### config.mk
export PLATFORM = sky130hd
export DESIGN_NAME = frog_sprite_renderer
export DESIGN_NICKNAME = d
export VERILOG_FILES = /design/src/rtl/frog_pkg.sv /design/src/rtl/sprite_rom.sv /design/src/rtl/frog_sprite_renderer.sv
export SDC_FILE = /design/constraint.sdc
export NUM_CORES = 1
export LEC_CHECK = 0
export CORE_MARGIN = 4
export CORE_UTILIZATION = 40
export DETAILED_ROUTE_END_ITERATION = 7
export PLACE_DENSITY = 0.63
export SLEW_MARGIN = 15
export SYNTH_ARGS = -nofsm -noshare
export SYNTH_HDL_FRONTEND = slang
export SYNTH_HIERARCHICAL = 1
export SYNTH_SLANG_ARGS = --single-unit
### constraint.sdc
create_clock -name clk -period 2.5 [get_ports clk]
set_input_delay 0.5 -clock clk [delete_from_list [all_inputs] [get_ports clk]]
set_output_delay 0.5 -clock clk [all_outputs]
set_load 0.1 [all_outputs]
### src/rtl/frog_pkg.sv
// Shared constants for the frog sprite path: screen size, transparent palette index
// and the 16x16 2bpp frog ROM (column 0 is the MSB texel pair of each row).
package frog_pkg;
    localparam int SCREEN_W = 640;
    localparam int SCREEN_H = 480;

    localparam logic [1:0] TRANSPARENT_IDX_DEF = 2'b11;

    localparam int FROG_W = 16;
    localparam int FROG_H = 16;

    localparam logic [2*FROG_W-1:0] FROG_ROM [FROG_H] = '{
        32'h5F0F_F0F6,
        32'h7D55_57D9,
        32'h9AA5_5AA6,
        32'hD5A5_A5A7,
        32'h1654_9E3B,
        32'h4D7C_2E81,
        32'hB0C3_F5A9,
        32'hE1D2_C3B4,
        32'h0F1E_2D3C,
        32'hA5B4_C3D2,
        32'h3C4B_5A69,
        32'hF00F_F00F,
        32'h6789_ABCD,
        32'h1234_FEDC,
        32'hC0FF_EE11,
        32'h8E5A_3C72
    };
endpackage

### src/rtl/sprite_rom.sv
// Row-addressed frog ROM with a registered read port; the register is the
// second pipeline stage's fetch and only advances when en is high.
module sprite_rom
    import frog_pkg::*;
#(
    parameter int SPRITE_W = 16,
    parameter int SPRITE_H = 16,
    parameter int ROW_W    = $clog2(SPRITE_H)
) (
    input  logic                  clk,
    input  logic                  en,
    input  logic [ROW_W-1:0]      row,
    output logic [2*SPRITE_W-1:0] data_q
);

    logic [2*SPRITE_W-1:0] data_d;

    always_comb begin
        data_d = data_q;
        if (en) begin
            data_d = FROG_ROM[row];
        end
    end

    always_ff @(posedge clk) begin
        data_q <= data_d;
    end

endmodule

### src/rtl/frog_sprite_renderer.sv
// Two-stage frog sprite fetch: box test and texel address, then ROM fetch and texel select.
// Define FROG_SPRITE_MIRROR_EN to add the mirror_x input (horizontal flip latched per frame).
module frog_sprite_renderer
    import frog_pkg::*;
#(
    parameter int         SPRITE_W        = 16,
    parameter int         SPRITE_H        = 16,
    parameter int         SCALE           = 2,
    parameter int         COORD_W         = 10,
    parameter logic [1:0] TRANSPARENT_IDX = TRANSPARENT_IDX_DEF
) (
    input  logic               clk,
    input  logic               rst_n,
    input  logic               frame_start,
    input  logic               pix_en,
    input  logic [COORD_W-1:0] hcount,
    input  logic [COORD_W-1:0] vcount,
    input  logic [COORD_W-1:0] pos_x,
    input  logic [COORD_W-1:0] pos_y,
`ifdef FROG_SPRITE_MIRROR_EN
    input  logic               mirror_x,
`endif
    output logic [1:0]         sprite_pixel,
    output logic               sprite_hit
);

    localparam int SHIFT = $clog2(SCALE);
    localparam int COL_W = $clog2(SPRITE_W);
    localparam int ROW_W = $clog2(SPRITE_H);
    localparam logic [COORD_W-1:0] BOX_W = COORD_W'(SPRITE_W * SCALE);
    localparam logic [COORD_W-1:0] BOX_H = COORD_W'(SPRITE_H * SCALE);

    logic [COORD_W-1:0] x_l_q, x_l_d;
    logic [COORD_W-1:0] y_l_q, y_l_d;
    logic               mirror_l;

    logic [COORD_W:0]   dx, dy;
    logic [COL_W-1:0]   col_raw;

    logic               inside_p1_q, inside_p1_d;
    logic [ROW_W-1:0]   row_p1_q, row_p1_d;
    logic [COL_W-1:0]   col_p1_q, col_p1_d;

    logic               inside_p2_q, inside_p2_d;
    logic [COL_W-1:0]   col_p2_q, col_p2_d;
    logic [2*SPRITE_W-1:0] rom_word_p2_q;
    logic [COL_W-1:0]   col_rev_p2;
    logic [1:0]         texel_p2;

    // Position latch: only frame_start moves it, so stage 1 in the same cycle sees the old value.
    always_comb begin
        x_l_d = x_l_q;
        y_l_d = y_l_q;
        if (frame_start) begin
            x_l_d = pos_x;
            y_l_d = pos_y;
        end
    end

`ifdef FROG_SPRITE_MIRROR_EN
    logic mirror_l_q, mirror_l_d;

    always_comb begin
        mirror_l_d = mirror_l_q;
        if (frame_start) begin
            mirror_l_d = mirror_x;
        end
    end

    always_ff @(posedge clk or negedge rst_n) begin
        if (!rst_n) begin
            mirror_l_q <= 1'b0;
        end else begin
            mirror_l_q <= mirror_l_d;
        end
    end

    assign mirror_l = mirror_l_q;
`else
    assign mirror_l = 1'b0;
`endif

    // Stage 1: the extra top bit of each difference is the borrow, so a beam left of or
    // above the sprite never wraps into the box.
    always_comb begin
        dx = {1'b0, hcount} - {1'b0, x_l_q};
        dy = {1'b0, vcount} - {1'b0, y_l_q};
        col_raw = dx[SHIFT +: COL_W];

        inside_p1_d = inside_p1_q;
        row_p1_d    = row_p1_q;
        col_p1_d    = col_p1_q;
        if (pix_en) begin
            inside_p1_d = !dx[COORD_W] && !dy[COORD_W]
                          && (dx[COORD_W-1:0] < BOX_W) && (dy[COORD_W-1:0] < BOX_H);
            row_p1_d    = dy[SHIFT +: ROW_W];
            // SPRITE_W is a power of two, so SPRITE_W-1-col is the bitwise complement.
            col_p1_d    = mirror_l ? ~col_raw : col_raw;
        end
    end

    // Stage 2: ROM word fetch alongside the delayed column and inside flag.
    always_comb begin
        inside_p2_d = inside_p2_q;
        col_p2_d    = col_p2_q;
        if (pix_en) begin
            inside_p2_d = inside_p1_q;
            col_p2_d    = col_p1_q;
        end
    end

    always_ff @(posedge clk or negedge rst_n) begin
        if (!rst_n) begin
            x_l_q       <= '0;
            y_l_q       <= '0;
            inside_p1_q <= 1'b0;
            inside_p2_q <= 1'b0;
        end else begin
            x_l_q       <= x_l_d;
            y_l_q       <= y_l_d;
            inside_p1_q <= inside_p1_d;
            inside_p2_q <= inside_p2_d;
        end
    end

    always_ff @(posedge clk) begin
        row_p1_q <= row_p1_d;
        col_p1_q <= col_p1_d;
        col_p2_q <= col_p2_d;
    end

    sprite_rom #(
        .SPRITE_W (SPRITE_W),
        .SPRITE_H (SPRITE_H),
        .ROW_W    (ROW_W)
    ) u_rom (
        .clk    (clk),
        .en     (pix_en),
        .row    (row_p1_q),
        .data_q (rom_word_p2_q)
    );

    // Column 0 is the MSB pair, so the pair index is the complemented column.
    always_comb begin
        col_rev_p2 = ~col_p2_q;
        texel_p2   = rom_word_p2_q[{col_rev_p2, 1'b0} +: 2];
        sprite_pixel = TRANSPARENT_IDX;
        sprite_hit   = 1'b0;
        if (inside_p2_q) begin
            sprite_pixel = texel_p2;
            sprite_hit   = (texel_p2 != TRANSPARENT_IDX);
        end
    end

endmodule
## After elaboration in Yosys (flattened, before gate mapping)

Memories as Yosys holds them, arrays and structs flattened. A register that Yosys moved wholly into a read port is not among the register bits.
Cells that the tools add are included.

- Add/subtract/negate cells: 2
- Order comparisons: 2
- Eq/ne operators: 1
- Shift operators: 1
- Muxes and demuxes: 2
- Bitwise logic cells: 2
- Reduce and logical (&&, ||, !) cells: 5

Operator list:

| operator | count |
|---|---|
| variable part select 32 x 6 -> 2 bit | 1 |
| subtractor 10 x 10 -> 11 bit | 2 |
| < comparator 10 x 6 -> 1 bit (second input constant) | 2 |
| NOT 4 -> 5 bit | 1 |
| NOT 4 bit | 1 |
| logical AND 1 bit | 3 |
| zero test 1 bit | 2 |
| two-way mux 2 bit | 1 |
| inequality test 2 bit (second input constant) | 1 |
| two-way mux 1 bit | 1 |

- Flip-flop bits (word level): 34
- Memory bits (read-only): 512
- Bits of input ports: 44
- Output and inout port bits: 3
- Word-level logic and storage cells: 23
- Memories kept: 1

Memories:

| memory | depth | bits a word | rd ports | clocked after Yosys merged registers in | wr ports | RTL line | RTL |
|---|---|---|---|---|---|---|---|
| (no name shown) | 16 | 32 | 1 | 1 | 0 | sprite_rom.sv:21 | `data_d = FROG_ROM[row];` |

## Depth between registers and ports, before layout

- Word-level depth: 5
- Mapped depth: 10
- Gate-level depth less buffers: 9

## Modules after synthesis

The synthesis kept the hierarchy.

By module, submodules not included:

| module | instances | cells an instance | area an instance (um^2) | sequential area each (um^2) |
|---|---|---|---|---|
| frog_sprite_renderer | 1 | 241 | 2373.5 | 910.9 |
| sprite_rom | 1 | 152 | 1742.9 | 960.9 |

## Worst setup path after synthesis

Ideal clock, no wire load.

- Kind: reg-to-output
- Start point: register col_p2_q[0]
- End point: output port sprite_hit
- Data arrival time: 3343 ps
- Data required time: 2000 ps
- Slack: -1343 ps
- Cell stages (with the launch flop): 6
- Path buffers: 1
- Cell sequence: edfxtp_1 -> clkbuf_1 -> mux4_2 -> mux4_2 -> nand2b_1 -> nand2_1

- Cells in the longest elaborated chain, start to end: 4

RTL lines:

| item | RTL line | RTL |
|---|---|---|
| from (decl) | frog_sprite_renderer.sv:45 | `logic [COL_W-1:0] col_p2_q, col_p2_d;` |
| from (signal assigned) | frog_sprite_renderer.sv:129 | `col_p2_q <= col_p2_d;` |
| NOT 4 bit | frog_sprite_renderer.sv:145 | `col_rev_p2 = ~col_p2_q;` |
| variable part select 32 x 6 -> 2 bit | frog_sprite_renderer.sv:146 | `texel_p2 = rom_word_p2_q[{col_rev_p2, 1'b0} +: 2];` |
| inequality test 2 bit | frog_sprite_renderer.sv:151 | `sprite_hit = (texel_p2 != TRANSPARENT_IDX);` |
| two-way mux 1 bit | frog_sprite_renderer.sv:149 | `if (inside_p2_q) begin` |
| to (decl) | frog_sprite_renderer.sv:24 | `output logic sprite_hit` |

No other way between the ends.

## Worst setup path in the final report

Same ends and word-level chain as after synthesis.

==> reports/results.txt <==
status: finished, violations left
failing checks: setup timing
VDD IR-drop max: 312.5 µV
Avg Cell Area, Syn: 10.47 µm²
Total Wirelength: 9.604 mm
die area: 11980 µm²
RSZ-0062 raised after global routing: true
Post-Synthesis Cells: 393
PwrDens: 673.6 nW/µm²
Skew-Pair Late Insertion Delay: 0.35 ns
Clock Pin Slew Worst Setup and Hold Paths: 0.08 ns
met1 usage: 21.71%
Power Total: 3.759 mW
delay-heaviest family, CP: multiplexers
Ports: 47
Post-Layout Inst Area: 5580 µm²
Hold Fails Final Rpt: 0
Synth top area share: 32.10%
Crit path buffers/inverters: 2
Routed Antenna Nets: 0
mapped cell area: 4116 µm²
Setup crit end kind: primary output
Sink Count: 66
die width: 109.4 µm
fmax: 350.7 MHz
Hold Path Class: flop to flop
Ant. Diodes: 0
vias in the first global route: 3213
WP data arrival: 2.35 ns
Seq/Total Area, Yosys: 45.47%
Yosys cell types: 61
core area: 9910 µm²
Final Hold Slack: 0.4235 ns
# rows: 36
Leak: 2.288 nW
Max Cap Viol: 0
Crit Path Max Fanout: 8
top_reg_cell synth: edfxtp_1
GRT Max-Usage Layer: met2
Yosys reg bits: 66
initial antenna violation count: 0
Worst Tran Pin Value: 0.5740 ns
Area Growth Syn to Fin: 35.56%
I/O Buffers: 46
Critical-path top delay cell: mux4_2
# DRC: 0
first drt pass iteration count: 6
DR vias/cell: 5.217
syn nets: 465
total gr overflow: 0
setup violators final: 3
Critical Path, Cell by Cell: buf_12 > mux4_2 > mux4_2 > nand2b_4 > nand2_8 > buf_12
Tmin final: 2.851 ns
pin count of the biggest net entering global routing: 47
gr usage total: 16.65%
Starting DRT DRC Count: 124
Post-synth EDFFs: 44
CTS tree: yes
# fillers: 892
first-pass GRT wire length: 15.53 mm
Layout Nets: 564
period utilization: 114.1%
ys async rst share: 33.33%
startpoint types: flop
CTS Buffer Depth: 2
die height: 109.4 µm
via count of the routed design: 3287
Worst EP required: 2.00 ns
final core utilization: 56.31%
RD Place Congestion: 0.9483
most numerous cell in the Yosys netlist: nand2_1
drt wl/cell: 15.24 µm
CP max stage delay: 0.53 ns
met3 Usage GRT: 3.230%
GR Util met2: 28.07%
skew final: 0.01039 ns
Initial Util: 41.54%
top cell type by total area after synthesis: edfxtp_1
Area after DPL: 5210 µm²
Area contributors post-synth: edfxtp_1 (32%), dfrtp_1 (13%), ha_1 (7.9%)
CTS root buf: clkbuf_8
H-tree levels: 3
CTS Buf Count: 9
Max Slew Vio Count: 0
Max-slew headroom: 61.73%
Ys Warns: 6
layout cells sized above 1: 27.97%
final setup margin: -0.3513 ns
Synth top cells by count: nand2_1 (45), edfxtp_1 (44), o21ai_0 (37), inv_1 (31), a21oi_1 (27)
DP HPWL: 7.181 mm
CP Class: flop to primary output
## registers in the layout, indices dropped and copies added (netlist names)
register / flops
col_p1_q: 4
col_p2_q: 4
inside_p1_q: 1
inside_p2_q: 1
row_p1_q: 4
u_rom/data_q: 32
x_l_q: 10
y_l_q: 10
## kinds of logic after synthesis
logic type	after synthesis	share of synthesized area [%]
AND/OR/NAND/NOR	107	13.22
buffers and inverters	51	5.927
XOR/XNOR	7	1.489
flip-flops	66	45.47
adder cells (fa/ha/maj)	28	8.875
AO/OA/AOI/OAI	117	17.75
multiplexers	17	7.265
## final cells by class
class                      count  area, µm²  share of cell area (%)
timing repair buffer         106      944.7                   16.93
inverter                      33      123.9                   2.220
clock buffer                  10      137.6                   2.466
multi-input combinational    276       2241                   40.16
clock inverter                 6      95.09                   1.704
tap                          133      166.4                   2.982
sequential                    66       1872                   33.54
## stage by stage
step	setup slack [ns]	instances	setup TNS (ns)
floorplan	-0.01261	393	-0.01261
global placement	-0.5798	610	-0.5798
detailed placement	-0.6067	610	-0.6067
CTS	-0.3856	629	-0.9851
global route	-0.4406	630	-1.231
finish	-0.3513	630	-0.8861
## routing by layer
metal / vias to the layer above / wire (µm)
met5: - / 0
met4: 0 / 113
met3: 12 / 343
met2: 86 / 4896
met1: 1563 / 4251
li1: 1626 / -
## report_power, final
part | internal [mW] | switching (mW)
logic | 0.623 | 0.613
clock network | 0.602 | 0.469
registers | 1.38 | 0.0698
total | 2.61 | 1.15
## cell usage in the layout (no fill, tap or decap), drive strengths merged, types with 3 or more instances in the layout
master	netlist	routed
a31o	3	3
o21a	7	7
nand2	46	46
o21ai	46	46
a21oi	27	27
dfrtp	22	22
mux2i	4	4
xnor2	5	5
edfxtp	44	44
buf	11	64
inv	33	36
ha	26	26
a211oi	8	8
a21boi	3	3
dlygate4sd2	0	13
nand2b	14	14
o221ai	5	5
nand3	6	6
nor2	16	16
clkbuf	7	10
o22ai	3	3
nor2b	9	9
clkdlybuf4s50	0	29
mux2	3	3
mux4	10	10
## path summary, 6_finish.rpt
check | slack [ns] | cells after the start | end | start
max in group asynchronous | 1.76 | 2 | y_l_q[2]$_DFFE_PN0P_ | rst_n
setup reg to reg | 0.05 | 9 | inside_p1_q$_DFFE_PN0P_ | y_l_q[6]$_DFFE_PN0P_
hold reg to reg | 0.42 | 0 | col_p2_q[1]$_DFFE_PP_ | col_p1_q[1]$_DFFE_PP_
setup / recovery | -0.35 | 6 | sprite_hit | col_p2_q[0]$_DFFE_PP_
min in group asynchronous | 0.49 | 2 | x_l_q[6]$_DFFE_PN0P_ | rst_n
hold / removal | 0.42 | 0 | col_p2_q[1]$_DFFE_PP_ | col_p1_q[1]$_DFFE_PP_
## what timing repair did
| item | 4_1_cts | 5_1_grt |
|---|---|---|
| endpoints found under the setup margin | 4 | 4 |
| pin swaps | 14 | 6 |
| resized for setup | 27 | 16 |
| setup buffers | 3 | 1 |
| hold buffers | 0 | 0 |
Note: power is estimated with default switching activity, not from simulation.
